## src/rtl/uart_pkg.sv

```systemverilog
// Shared UART definitions: receiver state encoding, line idle level and
// the parity helper used by both the receiver and the transmitter.
package uart_pkg;

    typedef enum logic [2:0] {
        ST_IDLE,
        ST_START,
        ST_DATA,
        ST_PARITY,
        ST_STOP,
        ST_BREAK
    } uart_rx_state_t;

    localparam logic UART_IDLE_LEVEL = 1'b1;

    // Even parity: XOR of all data bits; narrower words are zero-extended.
    function automatic logic uart_parity(input logic [7:0] data);
        return ^data;
    endfunction

endpackage

```

## src/rtl/uart_sync2.sv

```systemverilog
// Two-flop synchroniser for an asynchronous single-bit input.
// RST_VAL selects the level both flops take while rst is high.
module uart_sync2 #(
    parameter logic RST_VAL = 1'b1
) (
    input  logic clk,
    input  logic rst,
    input  logic d,
    output logic q
);

    logic meta;

    always_ff @(posedge clk) begin
        if (rst) begin
            meta <= RST_VAL;
            q    <= RST_VAL;
        end else begin
            meta <= d;
            q    <= meta;
        end
    end

endmodule

```

## src/rtl/uart_rx.sv

```systemverilog
// UART receiver: start-bit validation, centre sampling, stop check, valid/ready out.
// Optional even-parity bit after the data when UART_RX_PARITY_EN is defined.
module uart_rx
    import uart_pkg::*;
#(
    parameter int CLKS_PER_BIT = 16,
    parameter int DATA_BITS    = 8
) (
    input  logic                 clk,
    input  logic                 rst,
    input  logic                 rx,
    output logic [DATA_BITS-1:0] rx_data,
    output logic                 rx_valid,
    input  logic                 rx_ready,
    output logic                 frame_err,
    output logic                 parity_err,
    output logic                 overrun_err
);

    localparam logic [15:0] FULL = 16'(CLKS_PER_BIT - 1);
    localparam logic [15:0] HALF = 16'(CLKS_PER_BIT / 2 - 1);
    localparam logic [3:0]  LAST = 4'(DATA_BITS - 1);

    logic rx_s;

    uart_rx_state_t       state, state_n;
    logic [15:0]          cnt, cnt_n;
    logic [3:0]           idx, idx_n;
    logic [DATA_BITS-1:0] shreg, shreg_n;
    logic [DATA_BITS-1:0] data_n;
    logic                 valid_n;
    logic                 fe_n, oe_n;
    logic                 cnt_zero;

`ifdef UART_RX_PARITY_EN
    logic perr_q, perr_n;
    logic pe_q, pe_n;
    assign parity_err = pe_q;
`else
    assign parity_err = 1'b0;
`endif

    uart_sync2 #(
        .RST_VAL(UART_IDLE_LEVEL)
    ) u_sync (
        .clk(clk),
        .rst(rst),
        .d  (rx),
        .q  (rx_s)
    );

    assign cnt_zero = (cnt == 16'd0);

    always_ff @(posedge clk) begin
        if (rst) begin
            state       <= ST_IDLE;
            cnt         <= '0;
            idx         <= '0;
            shreg       <= '0;
            rx_data     <= '0;
            rx_valid    <= 1'b0;
            frame_err   <= 1'b0;
            overrun_err <= 1'b0;
`ifdef UART_RX_PARITY_EN
            perr_q      <= 1'b0;
            pe_q        <= 1'b0;
`endif
        end else begin
            state       <= state_n;
            cnt         <= cnt_n;
            idx         <= idx_n;
            shreg       <= shreg_n;
            rx_data     <= data_n;
            rx_valid    <= valid_n;
            frame_err   <= fe_n;
            overrun_err <= oe_n;
`ifdef UART_RX_PARITY_EN
            perr_q      <= perr_n;
            pe_q        <= pe_n;
`endif
        end
    end

    always_comb begin
        state_n = state;
        cnt_n   = cnt;
        idx_n   = idx;
        shreg_n = shreg;
        data_n  = rx_data;
        valid_n = rx_valid;
        fe_n    = 1'b0;
        oe_n    = 1'b0;
`ifdef UART_RX_PARITY_EN
        perr_n  = perr_q;
        pe_n    = 1'b0;
`endif
        // A handshake this cycle frees the buffer for a frame ending now.
        if (rx_valid && rx_ready) begin
            valid_n = 1'b0;
        end

        unique case (state)
            ST_IDLE: begin
                if (!rx_s) begin
                    cnt_n   = HALF;
                    state_n = ST_START;
                end
            end
            ST_START: begin
                if (!cnt_zero) begin
                    cnt_n = cnt - 16'd1;
                end else if (!rx_s) begin
                    cnt_n   = FULL;
                    idx_n   = '0;
                    state_n = ST_DATA;
                end else begin
                    state_n = ST_IDLE;
                end
            end
            ST_DATA: begin
                if (!cnt_zero) begin
                    cnt_n = cnt - 16'd1;
                end else begin
                    shreg_n = {rx_s, shreg[DATA_BITS-1:1]};
                    cnt_n   = FULL;
                    idx_n   = idx + 4'd1;
                    if (idx == LAST) begin
`ifdef UART_RX_PARITY_EN
                        state_n = ST_PARITY;
`else
                        state_n = ST_STOP;
`endif
                    end
                end
            end
`ifdef UART_RX_PARITY_EN
            ST_PARITY: begin
                if (!cnt_zero) begin
                    cnt_n = cnt - 16'd1;
                end else begin
                    perr_n  = uart_parity(8'(shreg)) ^ rx_s;
                    cnt_n   = FULL;
                    state_n = ST_STOP;
                end
            end
`endif
            ST_STOP: begin
                if (!cnt_zero) begin
                    cnt_n = cnt - 16'd1;
                end else if (!rx_s) begin
                    fe_n    = 1'b1;
                    state_n = ST_BREAK;
`ifdef UART_RX_PARITY_EN
                end else if (perr_q) begin
                    pe_n    = 1'b1;
                    state_n = ST_IDLE;
`endif
                end else begin
                    if (valid_n) begin
                        oe_n = 1'b1;
                    end else begin
                        data_n  = shreg;
                        valid_n = 1'b1;
                    end
                    state_n = ST_IDLE;
                end
            end
            ST_BREAK: begin
                if (rx_s) begin
                    state_n = ST_IDLE;
                end
            end
            default: begin
                state_n = ST_IDLE;
            end
        endcase
    end

endmodule

```

## config.mk

```make
export PLATFORM = sky130hd
export DESIGN_NAME = uart_rx
export DESIGN_NICKNAME = d
export VERILOG_FILES = /design/src/rtl/uart_pkg.sv /design/src/rtl/uart_sync2.sv /design/src/rtl/uart_rx.sv
export SDC_FILE = /design/constraint.sdc
export NUM_CORES = 1
export LEC_CHECK = 0
export ABC_AREA = 0
export CAP_MARGIN = 5
export CORE_ASPECT_RATIO = 0.6
export CORE_UTILIZATION = 25
export CTS_BUF_LIST = sky130_fd_sc_hd__clkbuf_4 sky130_fd_sc_hd__clkbuf_8
export DETAILED_ROUTE_END_ITERATION = 8
export RECOVER_POWER = 50
export SYNTH_ARGS = -nofsm -noshare
export SYNTH_HDL_FRONTEND = slang
export SYNTH_HIERARCHICAL = 1
export SYNTH_SLANG_ARGS = --single-unit
```

## constraint.sdc

```tcl
create_clock -name clk -period 1.9 [get_ports clk]
set_input_delay 0.38 -clock clk [delete_from_list [all_inputs] [get_ports clk]]
set_output_delay 0.38 -clock clk [all_outputs]
set_load 0.01 [all_outputs]
```

Word-level counts from Yosys, hierarchy flattened
Cells that the tools add are included. W data, S select, Z words.

Register bits after elaboration: 44. Output and inout bits: 12. Word-level logic and storage cells: 67.

Add/sub/neg operators: 2. Equal/unequal tests: 14. Multiplexer cells: 25. Bitwise logic cells: 4. Reductions and logical operators: 12.

Operator list (count): $mux W16 (5); $pmux W16 S4 (1); $mux W3 (7); $logic_not A16 Y1 (1); $sub A16 B1 Y16 const B (1); $pmux W3 S5 (1); $ne A2 B2 Y1 const B (7); $mux W4 (3); $reduce_and A4 Y1 (3); $pmux W4 S2 (1); $eq A3 B3 Y1 const B (2); $mux W1 (6); $reduce_and A6 Y1 (1); $add A4 B1 Y4 const B (1); $eq A4 B3 Y1 const B (1); $not A1 Y1 (4); $reduce_bool A4 Y1 (1); $reduce_or A4 Y1 (1); $eq A3 B1 Y1 const B (1); $eq A3 B2 Y1 const B (1); $logic_not A3 Y1 (1); $ne A3 B3 Y1 const B (1); $reduce_or A3 Y1 (1); $mux W2 (1); 4 further kinds (4).

Depth between registers and ports, before layout
Gate-level depths: netlist of the first run.

Depth after elaboration: 5. Mapped depth: 9. Mapped depth without buffers: 7.

Modules after synthesis
The synthesis of the first run kept the hierarchy.

By module, submodules not included: uart_rx (times used 1, cells an instance 236, area each 2068.2 µm², seq. area each 840.8 µm²); uart_sync2 (times used 1, cells an instance 4, area each 52.6 µm², seq. area each 40.0 µm²).

Worst setup path before layout of the first run
Ideal clock, no wire load.

Kind: register to register. Start: register cnt[0]. End: register cnt[5]. Library setup time: 0.132 ns. Arrival: 1.672 ns. Required time: 1.768 ns. Setup slack: 0.097 ns. Stages on the path, launching flop included: 10. Clock period less this slack: 1.803 ns. Cell sequence: dfxtp_1 > inv_1 > ha_1 > nor4b_4 > and4_1 > buf_4 > o21ai_1 > buf_4 > a211oi_1 > nor3_1.

Longest elaborated chain between the ends: 3.

RTL lines: start: declaration (RTL line uart_rx.sv:27) `logic [15:0] cnt, cnt_n;`; start signal: assignment (RTL line uart_rx.sv:70) `cnt <= cnt_n;`; $sub A16 B1 Y16 or $logic_not A16 Y1 (tied branches); $mux W16 (tied with other cells) (RTL line uart_rx.sv:148) `if (!cnt_zero) begin`; $pmux W16 S4 or $reduce_and A4 Y1 (tied branches).

Parallel ways exist; a longest one is shown, timed or not. The select of a mux whose other input is x is not followed. A chain may end at the register's enable or synchronous reset.

Worst setup path in the final report of the first run
Start: register cnt[1]. End: register cnt[13].

The elaborated chain is that of the path after synthesis.

==> metrics.md, run 1 <==
| Metric | Value |
|---|---|
| Status | `finished with violations` |
| Violated checks | `negative setup slack` |
| Crit-path max cell delay | `0.34 ns` |
| Fin crit share | `1.01` |
| #FFs+latches synth | `44` |
| CTS hold repair buffers | `0` |
| Final instance area | `2850 sq um` |
| Async SR Flop Fraction | `0` |
| Clock Latency Late Sink | `0.31 ns` |
| Number of nets in the layout | `288` |
| Most used cell, CP | `buf_6` |
| Slew headroom | `0.648` |
| Site row count | `25` |
| Largest net degree at the start of global routing | `27` |
| Count leader, synth | `dfxtp_1` |
| Die height | `73.3 um` |
| Critical Path End Type | `flop` |
| Synth top area cells | `dfxtp_1, mux2i_1, nor2_1` |
| GP Congestion | `0.839` |
| Syn Std Cell Area | `2120 sq um` |
| Final WL | `5.69 mm` |
| Mean Syn Cell Area | `8.84 sq um` |
| PortBufs | `14` |
| EDFF count, synth | `0` |
| H-tree depth | `2` |
| Crit-path max FO | `4` |
| Mapped Nets | `247` |
| Final HPWL DP | `3.89 mm` |
| Initial antenna violation count | `0` |
| Placed cells | `377` |
| Post-synth cell types | `49` |
| Cell taking the most area after synthesis | `dfxtp_1` |
| Starting density of the core | `0.264` |
| Critical path's top delay family | `buffers and inverters` |
| Hold Vio Cnt, Final | `0` |
| Num CTS Buffers | `5` |
| Drt wl/cell | `14.6 um` |
| Synthesis Warnings | `6` |
| Overflow after GRT | `0` |
| Tightest Pin Transition | `0.528 ns` |
| Layout cells sized above 1 | `0.277` |
| Crit Path Class | `reg2reg` |
| CP Cell Sequence | `inv_2, ha_4, nor4b_4, buf_4, nand4_1, buf_6, buf_6, buf_6, a31oi_1, a311oi_1` |
| MaxCap Viol Count | `0` |
| RSZ-0062 raised after global routing | `true` |
| DRC viols | `0` |
| CP Data Arrival Time | `2.09 ns` |
| Vias in the first global route | `1637` |
| Area of the multi-input gates | `1250 sq um` |
| CTS tree | `done` |
| Final worst setup slack | `-0.0117 ns` |
| FILL cells | `814` |
| Synth-to-Final Area Change | `34.2%` |
| Placed inst area | `2560 sq um` |
| Vias per cell | `5.05` |
| Max Slew Vio Count | `0` |
| Tot GR Track Use | `0.130` |
| Clock skew | `0.00780 ns` |
| CORE AREA | `8040 sq um` |
| Die X | `121 um` |
| Final Critical Period | `1.91 ns` |
| Post-synthesis sequential area ratio | `0.415` |
| Root buffer cell | `clkbuf_8` |
| Sequential cell area | `886 sq um` |
| CTS Sinks | `44` |
| Routed Antenna Nets | `0` |
| Mapped Cells | `240` |
| Synth cell count leaders | `dfxtp_1, nor2_1, a21oi_1, mux2i_1` |
| 1st-iter DRT viols | `130` |
| N_diodes | `0` |
| Leakage power total | `0.00102 uW` |
| Fmax | `0.523 GHz` |
| Pwr dens | `919 nW/um^2` |
| Final std cells w/o fill | `390` |
| Count of buffer and inverter cells on the critical path | `5` |
| Top cell type's share of synthesized area | `0.415` |
| Worst hold path type | `reg2reg` |
| CP max-delay cell | `dfxtp_2` |
| First-pass GRT wire length | `8.74 mm` |
| Clk slew on worst S/H paths | `0.09 ns` |
| CP Launch Type | `flop` |
| Drt first pass iters | `4` |
| Vias after detailed routing | `1969` |
| Die ar. | `8870 sq um` |
| CTS max path bufs | `2` |
| Final setup violation count | `1` |
| Final Util | `0.354` |
| I/O Pins | `16` |
| Worst EP required | `2.08 ns` |
| Peak supply drop | `0.351 mV` |
| Main flop type after synthesis | `dfxtp_1` |
[sequential cells by signal, indices dropped and copies added (netlist names)]
signal	flops
state	3
shreg	8
idx	4
u_sync/meta	1
rx_data	8
rx_valid	1
frame_err	1
u_sync/q	1
cnt	16
overrun_err	1
[cell families after synthesis]
family / count (synthesis) / synth area share
fa+ha+maj: 3 / 0.0177
other cells: 1 / 0.00177
flops: 44 / 0.415
buf+inv: 21 / 0.0454
compound gates: 63 / 0.199
xor+xnor: 1 / 0.00413
simple gates: 91 / 0.241
mux: 16 / 0.0755
[per-stage QoR]
step	power [uW]	hold slack, ns	setup TNS, ns	worst slack, ns
after global placement	1680	0.406	-0.0207	-0.0108
after CTS	2470	0.427	0	0.00340
after floorplan	1390	0.385	0	0.0965
final	2610	0.421	-0.0117	-0.0117
after detailed placement	1680	0.399	-0.170	-0.0536
after global routing	2750	0.446	-0.898	-0.0901
[report_power, final]
group,switching (uW),internal (uW),total [uW]
logic,453,416,869
clock network,353,396,750
registers,43.0,953,996
total,849,1770,2610
[final cells by class]
type / count / area share
Clock buffer: 5 / 0.0242
Clock inverter: 3 / 0.0163
Inverter: 5 / 0.00660
Multi-Input combinational cell: 175 / 0.440
Sequential cell: 44 / 0.311
Tap cell: 108 / 0.0475
Timing Repair Buffer: 50 / 0.154
[timing repair]
action | in CTS | in global routing
cloned | 0 | 1
setup endpoints to repair | 15 | 29
gates resized for setup | 14 | 25
buffers inserted | 0 | 4
endpoints found under the hold margin | 0 | 0
pin swaps | 3 | 10
[routing by layer]
layer | GRT usage | wire length [um] | up-vias
met5 | 0 | 0 | -
met3 | 0.0365 | 398 | 5
met4 | 0.0453 | 57 | 0
met2 | 0.159 | 2260 | 67
li1 | - | - | 973
met1 | 0.205 | 2980 | 924
[worst paths after layout]
check,slack (ns),depth (start not counted),to,from
setup reg to reg,-0.01,10,cnt[13],cnt[1]
hold / removal,0.42,1,u_sync/q,u_sync/meta
hold reg to reg,0.42,1,u_sync/q,u_sync/meta
setup / recovery,-0.01,10,cnt[13],cnt[1]
[cells in the final DEF (no fill, tap or decap), types with 8 or more instances in the layout]
cell type,netlist,routed
a21oi_1,16,13
a31oi_1,10,9
buf_4,3,27
buf_6,0,8
dfxtp_1,44,40
dlygate4sd3_1,0,12
mux2i_1,16,16
nand2_1,10,10
nor2_1,31,31
nor3_1,9,8
o21ai_0,8,8
Power figures use the tool's default switching activity.
==> inputs of run 2 (changes only) <==
--- a/config.mk
+++ b/config.mk
@@ -11,7 +11,7 @@
 export CORE_UTILIZATION = 25
 export CTS_BUF_LIST = sky130_fd_sc_hd__clkbuf_4 sky130_fd_sc_hd__clkbuf_8
 export DETAILED_ROUTE_END_ITERATION = 8
-export RECOVER_POWER = 50
+export GPL_TIMING_DRIVEN = 0
 export SYNTH_ARGS = -nofsm -noshare
 export SYNTH_HDL_FRONTEND = slang
 export SYNTH_HIERARCHICAL = 1
==> run 2 against run 1 <==
The run still ends with negative setup slack left; critical path depth shrank 3; utilization rose by 1.6 points; clock skew rose by 0.00073 ns; die area is the same; combinational power increased by 22%; global-route usage is 0.18 points higher; sequential share of layout area down 1.5 points; first-iteration DRC count increased by 110%; highest routed layer unchanged.
==> metrics.md, run 2 (synthesized netlist as in run 1, its figures left out) <==
| Metric | Value |
|---|---|
| Clock Latency Late Sink | `0.31 ns` |
| H-tree depth | `2` |
| Peak supply drop | `0.339 mV` |
| Grt met3 use | `0.0404` |
| Vias after detailed routing | `2072` |
| Pwr dens | `947 nW/um^2` |
| Final instance area | `2980 sq um` |
| Layout cells sized above 1 | `0.302` |
| Fmax | `0.503 GHz` |
| Critical Path End Type | `flop` |
| Final Util | `0.370` |
| Worst hold path type | `reg2reg` |
| Starting density of the core | `0.264` |
| CP Data Arrival Time | `2.16 ns` |
| Worst EP required | `2.07 ns` |
| CP startpoint | `cnt[4]` |
| Max reg flops | `16` |
| Violated checks | `negative setup slack` |
| 1st-iter DRT viols | `272` |
| Crit-path max FO | `5` |
| Number of nets in the layout | `291` |
| Final std cells w/o fill | `393` |
| Commonest non-fill, non-tap cell in the layout | `dfxtp_1` |
| First-pass GRT wire length | `9.05 mm` |
| Slew headroom | `0.570` |
| Root buffer cell | `clkbuf_8` |
| DRC viols | `0` |
| Site row count | `25` |
| I/O Pins | `16` |
| Hold_sp | `u_sync/meta` |
| Crit Path Class | `reg2reg` |
| Final setup violation count | `20` |
| FILL cells | `788` |
| Worst r2r path cells | `7` |
| RSZ-0062 raised after global routing | `true` |
| Routed Antenna Nets | `0` |
| Die X | `121 um` |
| Initial antenna violation count | `0` |
| Leakage power total | `0.000987 uW` |
| Status | `finished with violations` |
| Worst R2R Start | `cnt[4]` |
| Clock skew | `0.00853 ns` |
| Final worst setup slack | `-0.0870 ns` |
| Vias per cell | `5.27` |
| N_diodes | `0` |
| Drt first pass iters | `5` |
| CTS max path bufs | `2` |
| Die ar. | `8870 sq um` |
| Met2 GRT Util | `0.178` |
| Drt wl/cell | `16.2 um` |
| PortBufs | `14` |
| Num CTS Buffers | `5` |
| Max Slew Vio Count | `0` |
| Placed inst area | `2400 sq um` |
| Tightest Pin Transition | `0.644 ns` |
| Overflow after GRT | `0` |
| Pre-CTS WS | `-0.297 ns` |
| GP Congestion | `0.878` |
| Final WL | `6.37 mm` |
| Top flop regs | `cnt (16), rx_data (8), shreg (8)` |
| Final HPWL DP | `3.83 mm` |
| MaxCap Viol Count | `0` |
| Largest net degree at the start of global routing | `16` |
| CP Launch Type | `flop` |
| Worst hold slack | `0.415 ns` |
| CTS Sinks | `44` |
| Hold Vio Cnt, Final | `0` |
| Worst hold stages | `1` |
| Grt met1 use | `0.194` |
| Placed cells | `362` |
| Die height | `73.3 um` |
| Tot GR Track Use | `0.132` |
| Final Critical Period | `1.99 ns` |
| CORE AREA | `8040 sq um` |
| GRT busiest layer | `met1` |
| CTS tree | `done` |
| Most frequent cells in the layout | `dfxtp_1, nor2_1, buf_4` |
| Clk slew on worst S/H paths | `0.10 ns` |
| Fin crit share | `1.05` |
| Vias in the first global route | `1822` |
| Reg with most FFs | `cnt` |
| Synth-to-Final Area Change | `40.4%` |
-- run 2: changes by cell type in the layout (fill, tap and decap cells not counted), sizes merged, moves of 2 or more --
cell	change
clkinv	+2
clkbuf	+5
dlygate4sd3	-12
clkdlybuf4s50	+12
buf	-4
-- run 2: worst paths after layout --
| check | slack [ns] | to |
|---|---|---|
| hold / removal | 0.42 | u_sync/q |
| setup reg to reg | -0.09 | cnt[5] |
| setup / recovery | -0.09 | cnt[5] |
| hold reg to reg | 0.42 | u_sync/q |
-- run 2: routing by layer --
layer,up-vias,part of all wire,routed length (um)
met3,10,0.074,473
met4,0,0.012,76
met1,981,0.50,3200
met5,-,0,0
met2,95,0.41,2620
li1,986,-,-
-- run 2: stage by stage --
step	TNS (ns)	power [uW]
5_1_grt	-3.59	2920
2_1_floorplan	0	1390
4_1_cts	0	2490
6_report	-0.521	2820
3_5_place_dp	-5.63	1530
3_3_place_gp	-3.94	1520
-- run 2: critical path: stages (launching register included) --
cell,delay [ns]
dfxtp_1,0.38
nor4_1,0.47
and4_4,0.38
buf_8,0.15
o21ai_4,0.08
buf_6,0.15
a211oi_2,0.18
nor3_1,0.07
-- run 2: timing repair --
action                                  in CTS  in global routing
gates resized for setup                     21                 49
endpoints found under the setup margin      39                 40
setup buffers                               12                  8
cloned                                       1                  4
pin swaps                                    7                 23
hold buffers                                 0                  0
-- run 2: power by group --
part	internal (uW)	leakage (uW)	total (uW)	switching (uW)
clock network	397	0.0000583	763	366
registers	953	0.000357	999	46.1
logic	482	0.000573	1060	574
-- run 2: cell type report --
cell class	count	area, sq um	share of cell area
plain buffers	14	97.6	0.0328
clock buffers	5	68.8	0.0231
clock inverters	3	47.5	0.0160
inverters	5	18.8	0.00631
multi-input cells	177	1380	0.462
flip-flops and latches	44	883	0.297
well taps	108	135	0.0454
repair buffers	37	349	0.117
==> inputs of run 3 (changes only) <==
==> constraint.sdc (replaced) <==
create_clock -name clk -period 2.46 [get_ports clk]
set_input_delay 0.492 -clock clk [delete_from_list [all_inputs] [get_ports clk]]
set_output_delay 0.492 -clock clk [all_outputs]
set_load 0.01 [all_outputs]
==> run 3 against run 2 <==
The flow now finishes without violations; setup slack better by 0.35 ns; first-iteration DRC count fell by 26%; clock power fell by 23%; cell count shrank 5.9%; clock skew is 0.0023 ns higher; non-clock buffer count is 21 lower; utilization decreased by 5.7 points; count of clock-buffer cells in the layout is the same; register-to-register slack improved by 0.35 ns; critical path type unchanged.
==> metrics.md, run 3 (synthesized netlist as in run 1, its figures left out) <==
| Metric | Value |
|---|---|
| Status | `complete, no violations` |
| Layout cells sized above 1 | `0.0954` |
| Overflow after GRT | `0` |
| Pwr dens | `699 nW/um^2` |
| Num CTS Buffers | `5` |
| Final Critical Period | `2.20 ns` |
| Worst R2R Start | `cnt[2]` |
| Switching share of total power | `0.333` |
| Most frequent cells in the layout | `dfxtp_1, nor2_1, a21oi_1, mux2i_1, clkdlybuf4s50_1` |
| Pint | `1170 uW` |
| CP Cell Sequence | `nor4_1, nand2_1, nor3_1, a21oi_1, a211oi_1` |
| Drt wl/cell | `14.1 um` |
| P_sw | `587 uW` |
| Vias per cell | `5.04` |
| Worst EP required | `2.68 ns` |
| CTS Sinks | `44` |
| Pre-CTS WS | `0.263 ns` |
| Worst hold path type | `reg2reg` |
| Die X | `121 um` |
| DRC viols | `0` |
| Fin crit share | `0.893` |
| CP max-delay cell | `nor4_1` |
| Commonest non-fill, non-tap cell in the layout | `dfxtp_1` |
| H-tree depth | `2` |
| 1st-iter DRT viols | `200` |
| Clk pwr share | `0.333` |
| Clock skew | `0.0109 ns` |
| Crit-path max cell delay | `0.53 ns` |
| First-pass GRT wire length | `8.52 mm` |
| Final HPWL DP | `3.83 mm` |
| CTS tree | `done` |
| N_diodes | `0` |
| Starting density of the core | `0.264` |
| Max Slew Vio Count | `0` |
| Clock Latency Late Sink | `0.31 ns` |
| CP startpoint | `cnt[2]` |
| Critical path's top delay family | `simple AND/OR/NAND/NOR gates` |
| Reg with most FFs | `cnt` |
| Hold_sp | `u_sync/meta` |
| Vias after detailed routing | `1866` |
| Root buffer cell | `clkbuf_8` |
| Tightest Pin Transition | `0.582 ns` |
| Die height | `73.3 um` |
| Largest net degree at the start of global routing | `16` |
| Seq pwr share | `0.434` |
| Worst hold slack | `0.416 ns` |
| Synth-to-Final Area Change | `18.7%` |
| MaxCap Viol Count | `0` |
| Crit Path Class | `reg2reg` |
| Final setup violation count | `0` |
| CP Launch Type | `flop` |
| Site row count | `25` |
| Drt first pass iters | `5` |
| Vias in the first global route | `1649` |
| Comb power frac | `0.233` |
| Max reg flops | `16` |
| Slew headroom | `0.608` |
| Crit-path max FO | `8` |
| CORE AREA | `8040 sq um` |
| Leakage power total | `0.000819 uW` |
| Peak supply drop | `0.269 mV` |
| Critical Path End Type | `flop` |
| CTS max path bufs | `2` |
| Hold Vio Cnt, Final | `0` |
| Fmax | `0.455 GHz` |
| Top flop regs | `cnt (16), rx_data (8), shreg (8)` |
| GP Congestion | `0.878` |
| Final worst setup slack | `0.264 ns` |
| Post-route setup TNS | `0 ns` |
| Die ar. | `8870 sq um` |
| Initial antenna violation count | `0` |
| Count of buffer and inverter cells on the critical path | `0` |
| CP Data Arrival Time | `2.41 ns` |
| PortBufs | `14` |
| Tot GR Track Use | `0.124` |
| I/O Pins | `16` |
| Clk slew on worst S/H paths | `0.10 ns` |
| RSZ-0062 raised after global routing | `false` |
| CTS hold repair buffers | `0` |
| Final WL | `5.21 mm` |
| Routed Antenna Nets | `0` |
| Number of nets in the layout | `268` |
-- run 3: cell types whose count changed in the layout (fill, tap and decap cells not counted), sizes merged --
cell,previous run,this run
buf,31,10
nor2,33,32
o22ai,2,1
-- run 3: final cells by class --
class / instances / area [sq um]
inverters: 5 / 18.8
clock inverters: 3 / 47.5
well taps: 108 / 135
flip-flops and latches: 44 / 881
plain buffers: 16 / 77.6
multi-input cells: 175 / 1150
fillers: 835 / 5520
repair buffers: 14 / 140
clock buffers: 5 / 68.8
-- run 3: worst paths after layout --
check	end	slack [ns]	cells after the start
worst max register to register	cnt[7]	0.26	5
worst min-delay path	u_sync/q	0.42	1
worst max-delay path	cnt[7]	0.26	5
worst min register to register	u_sync/q	0.42	1
-- run 3: stage by stage --
stage                     cells  total power [uW]   util  instance area (sq um)
after floorplan             240              1070      -                   2120
after global placement      362              1170  0.298                   2400
after detailed placement    362              1180  0.298                   2400
after CTS                   370              1760  0.313                   2510
after global routing        370              1840  0.313                   2520
final                       370              1760  0.313                   2520
-- run 3: routing by layer --
layer	part of all wire	wire length, um	vias to the layer above	track usage
li1	-	-	929	-
met2	0.36	1880	67	0.157
met1	0.56	2890	865	0.194
met5	0	0	-	0
met3	0.075	388	5	0.0380
met4	0.0086	45	0	0.0329
-- run 3: timing repair --
action	CTS	global route
gates resized for setup	0	1
endpoints found under the setup margin	0	1
buffers inserted	0	0
-- run 3: power groups by stage --
stage	Combinational [uW]	Sequential [uW]	Clock, uW
after floorplan	297	773	0
after global placement	393	780	0
after detailed placement	399	780	0
after CTS	401	764	594
after global routing	446	769	625
final	411	764	586
